==> src/rtl/branch_predictor_f.sv <==
// Fetch-stage branch predictor: direct-mapped BTB with 2-bit saturating counters,
// trained from Execute, with saturating branch/mispredict performance counters.
module branch_predictor_f #(
  parameter int unsigned INDEX_BITS = 4,
  parameter logic [1:0]  CNT_ALLOC  = 2'b10
) (
  input  logic        CLK,
  input  logic        RESET,
  input  logic [31:0] PCF,
  output logic        PrPCSrcF,
  output logic [31:0] PrBTAF,
  input  logic        BranchE,
  input  logic        JumpE,
  input  logic        StallE,
  input  logic [31:0] PCE,
  input  logic        PCSrcE,
  input  logic [31:0] BTAE,
  input  logic        PrPCSrcE,
  input  logic [31:0] PrBTAE,
  output logic        MispredictE,
  output logic [31:0] BranchCount,
  output logic [31:0] MispredictCount
);

  localparam int unsigned ENTRIES  = 1 << INDEX_BITS;
  localparam int unsigned TAG_BITS = 32 - INDEX_BITS - 2;

  logic                valid  [ENTRIES];
  logic [TAG_BITS-1:0] tag    [ENTRIES];
  logic [31:0]         target [ENTRIES];
  logic [1:0]          cnt    [ENTRIES];

  logic [31:0] branch_count;
  logic [31:0] mispredict_count;

  logic [INDEX_BITS-1:0] idx_f, idx_e;
  logic [TAG_BITS-1:0]   tag_f, tag_e;
  logic                  hit_f, hit_e, upd;
  logic                  unused_pc_low;

  // Word-aligned PCs: the two low bits never participate in lookup or training.
  assign unused_pc_low = ^{PCF[1:0], PCE[1:0]};

  assign idx_f = PCF[INDEX_BITS+1:2];
  assign tag_f = PCF[31:INDEX_BITS+2];
  assign idx_e = PCE[INDEX_BITS+1:2];
  assign tag_e = PCE[31:INDEX_BITS+2];

  always_comb begin
    hit_f    = valid[idx_f] && (tag[idx_f] == tag_f);
    hit_e    = valid[idx_e] && (tag[idx_e] == tag_e);
    PrPCSrcF = hit_f && cnt[idx_f][1];
    PrBTAF   = hit_f ? target[idx_f] : '0;
  end

  assign upd         = (BranchE || JumpE) && !StallE;
  assign MispredictE = upd && ((PrPCSrcE != PCSrcE) ||
                               (PCSrcE && PrPCSrcE && (PrBTAE != BTAE)));

  always_ff @(posedge CLK) begin
    if (RESET) begin
      for (int unsigned i = 0; i < ENTRIES; i++) begin
        valid[i]  <= 1'b0;
        tag[i]    <= '0;
        target[i] <= '0;
        cnt[i]    <= 2'b01;
      end
      branch_count     <= '0;
      mispredict_count <= '0;
    end else if (upd) begin
      if (JumpE) begin
        valid[idx_e]  <= 1'b1;
        tag[idx_e]    <= tag_e;
        target[idx_e] <= BTAE;
        cnt[idx_e]    <= 2'b11;
      end else if (hit_e) begin
        if (PCSrcE) begin
          target[idx_e] <= BTAE;
          if (cnt[idx_e] != 2'b11) cnt[idx_e] <= cnt[idx_e] + 2'd1;
        end else begin
          if (cnt[idx_e] != 2'b00) cnt[idx_e] <= cnt[idx_e] - 2'd1;
        end
      end else if (PCSrcE) begin
        valid[idx_e]  <= 1'b1;
        tag[idx_e]    <= tag_e;
        target[idx_e] <= BTAE;
        cnt[idx_e]    <= CNT_ALLOC;
      end
      if (branch_count != '1) branch_count <= branch_count + 32'd1;
      if (MispredictE && (mispredict_count != '1))
        mispredict_count <= mispredict_count + 32'd1;
    end
  end

  assign BranchCount     = branch_count;
  assign MispredictCount = mispredict_count;

endmodule

==> config.mk <==
export PLATFORM = sky130hd
export DESIGN_NAME = branch_predictor_f
export DESIGN_NICKNAME = d
export VERILOG_FILES = /design/src/rtl/branch_predictor_f.sv
export SDC_FILE = /design/constraint.sdc
export NUM_CORES = 2
export LEC_CHECK = 0
export BUFFER_PORTS_ARGS = -buffer_cell sky130_fd_sc_hd__buf_4
export CAP_MARGIN = 0
export CORE_UTILIZATION = 40
export DETAILED_ROUTE_END_ITERATION = 8
export GPL_ROUTABILITY_DRIVEN = 0
export PLACE_DENSITY_LB_ADDON = 0.2
export SLEW_MARGIN = 20
export SYNTH_ARGS = -nofsm -noshare
export SYNTH_HDL_FRONTEND = slang
export SYNTH_SLANG_ARGS = --single-unit
==> constraint.sdc <==
create_clock -name CLK -period 4.8 [get_ports CLK]
set_clock_uncertainty 0.1 [all_clocks]
set_input_delay 0.24 -clock CLK [delete_from_list [all_inputs] [get_ports CLK]]
set_output_delay 0.24 -clock CLK [all_outputs]
set_load 0.01 [all_outputs]
==> flow_metrics.tcl <==
set metrics [dict create \
    rsz0062_at_grt "no" \
    fmax_mhz 212 \
    power.leakage_uw 0.0214 \
    setup_viol 0 \
    p_sw_uw 5360 \
    seq_area_frac_synth_pct 58.5 \
    drt_iter0_drc 3709 \
    grt_use_total_pct 25.6 \
    drive_gt1_share_pct 27.7 \
    gr-total-overflow 0 \
    n_fill_cell 11100 \
    p_int_uw 16400 \
    ys_seq_elements 1040 \
    row_count 131 \
    post_cts_buffers 0 \
    dieWidth_um 363 \
    max-cap-violations 0 \
    cts.path.max_buffers 3 \
    wl_per_cell_um 29.8 \
    cts.sinks 1040 \
    ir_worst_vdd_mv 0.290 \
    antenna_found_initial 15 \
    synth_fp_nets 3660 \
    post-dp-hpwl_um 103000 \
    cts_tree "built" \
    worst_pin_slew_ns 1.15 \
    slew_headroom_pct 23.2 \
    ys.flop_type "edfxtp_1" \
    cts_resized 0 \
    portBuffers 228 \
    area_growth_pct 18.2 \
    power_frac_comb_pct 10.9 \
    cp-end-kind "primary output" \
    r2r_start "tag[9][23]" \
    worstPathRequired_ns 4.46 \
    drtAntennaViolNets 0 \
    holdCritStartpoint "JumpE" \
    min_path_type "input pin to flip-flop" \
    start_kind "flip-flop" \
    drc 0 \
    tns_ns 0 \
    grt_pass1_wl_um 241000 \
    ios 233 \
    synth_warnings 0 \
    drv_slew 0 \
    pwr-share-clk_pct 40.6 \
    first_global_vias 32900 \
    async_reset_ff_share_pct 0 \
    period_share_pct 98.5 \
    crit_type "flip-flop to primary output" \
    critPathMaxFanout 33 \
    clk_latency_ns 0.76 \
    vias 32900 \
    numCtsBuffers 117 \
    switching_share_pct 24.7 \
    clk_pin_slew_ns 0.06 \
    die-area_sq_um 131000 \
    cp.arrival_ns 4.39 \
    seqPwrFrac_pct 48.6 \
    p_per_area_nw_per_um2 354 \
    whs_ns 0.111 \
    grt_max_degree 91 \
    period_minus_slack_ns 4.73 \
    die_h_um 363 \
    cts.htree.levels 3 \
    synth_edf_count 960 \
    core_sq_um 128000 \
    ctsRootBufferMaster "clkbuf_16" \
    final-hold-violation-count 0 \
    status "completed" \
    initial_utilization_pct 40.5 \
    synth_area_sq_um 52000 \
    first_pass_iters 5 \
    final_nets 3964 \
    wl_um 169000 \
    syn_avg_cell_area_sq_um 14.8 \
    crit_path_start "tag[13][20]" \
    synthCells 3520 \
    synth.distinct_cells 64 \
    viasPerCell 5.83 \
]
## per-layer routing
metal / track usage [%] / wire length (um) / up-vias
met5: 0 / 69 / -
met4: 6.81 / 3910 / 10
met1: 36.7 / 71400 / 17200
li1: - / - / 14000
met3: 4.73 / 14600 / 224
met2: 40.0 / 78600 / 1513
## kinds of logic (layout without fill, tap and decap cells)
family / after synthesis / in the layout / synth area share [%]
AND/OR/NAND/NOR: 1335 / 1335 / 15.2
flip-flops: 1040 / 1040 / 58.5
multiplexers: 497 / 497 / 19.0
buffers and inverters: 345 / 744 / 2.75
AO/OA/AOI/OAI: 162 / 162 / 2.14
XOR/XNOR: 136 / 136 / 2.29
adder cells (fa/ha/maj): 5 / 5 / 0.120
other: 0 / 2 / 0
## path summary, 6_finish.rpt
| path | depth (start not counted) | slack (ns) | endpoint |
|---|---|---|---|
| hold / removal | 6 | 0.11 | cnt[15][0] |
| hold reg to reg | 1 | 0.38 | valid[14] |
| setup reg to reg | 11 | 0.45 | tag[3][0] |
| setup / recovery | 10 | 0.07 | PrBTAF[27] |
## sequential cells by signal, indices dropped and copies added (netlist names)
name	count
target	512
tag	416
BranchCount	32
MispredictCount	32
cnt	32
valid	16
## stage by stage
stage | utilization (%) | power, uW | cells | cell area (sq um) | worst slack (ns)
3_5_place_dp | 44.5 | 13000 | 5372 | 57100 | 0.181
2_1_floorplan | - | 12000 | 3520 | 52000 | 0.239
5_1_grt | 47.9 | 22300 | 5649 | 61500 | 0.0692
3_3_place_gp | 44.5 | 13000 | 5372 | 57100 | 0.212
4_1_cts | 47.9 | 21900 | 5647 | 61400 | 0.0986
6_report | 47.9 | 21700 | 5650 | 61500 | 0.0742
## power by group through the flow
stage	sequential, uW	combinational [uW]	clock [uW]
after global placement	10700	2310	0
final	10600	2360	8820
after CTS	10600	2360	8950
after floorplan	10700	1350	0
after global routing	10600	2470	9260
after detailed placement	10700	2310	0
## synthesized netlist by cell type, types with 26 or more instances
cell	n	area, sq um
nor3_1	26	130
o21ai_0	30	150
nor4_1	129	807
edfxtp_1	960	28800
xor2_1	58	508
buf_2	27	135
mux2i_1	98	981
buf_1	31	116
nand3_1	43	215
dfxtp_1	80	1600
nand4_1	32	200
and2_1	819	5120
clkbuf_1	242	908
a21oi_1	28	140
xnor2_1	78	683
nor2_1	105	394
nor2b_1	47	294
mux4_2	390	8780
nand2_1	62	233
## critical path, cell delays in order, from the launching register on
cell      delay [ns]
edfxtp_1        0.43
mux4_2          0.49
mux4_2          0.53
xnor2_1         0.49
nand4_1         0.35
nor4_1          0.35
nand4_1         0.21
buf_12          0.24
nor2b_1         0.19
buf_4           0.16
buf_4           0.12
## layout make-up
| class | count | area (sq um) | share of cell area (%) |
|---|---|---|---|
| Inverter | 22 | 82.6 | 0.134 |
| Timing Repair Buffer | 508 | 4560 | 7.43 |
| Antenna cell | 2 | 5.00 | 0.00814 |
| Tap cell | 1729 | 2160 | 3.52 |
| Multi-Input combinational cell | 2135 | 20500 | 33.4 |
| Clock buffer | 140 | 3060 | 4.97 |
| Clock inverter | 74 | 657 | 1.07 |
| Sequential cell | 1040 | 30400 | 49.5 |
## cell usage in the layout, fill, tap and decap left out, types with 29 or more instances in the layout
master	netlist	routed
clkinv_2	0	29
nor2_1	105	92
nor4_1	129	129
and2_1	819	819
buf_4	18	398
nor2b_1	47	45
xnor2_1	78	78
nand2_1	62	62
nand3_1	43	43
xor2_1	58	58
nand4_1	32	32
edfxtp_1	960	960
mux4_2	390	390
buf_12	0	44
dlygate4sd3_1	0	61
dfxtp_1	80	80
clkbuf_16	0	118
clkinv_1	4	31
mux2i_1	98	98
## repair_timing
action / CTS / global route
hold buffers: 61 / 0
hold endpoints to repair: 837 / 0
setup endpoints to repair: 0 / 0
(Power assumes the default switching activity.)
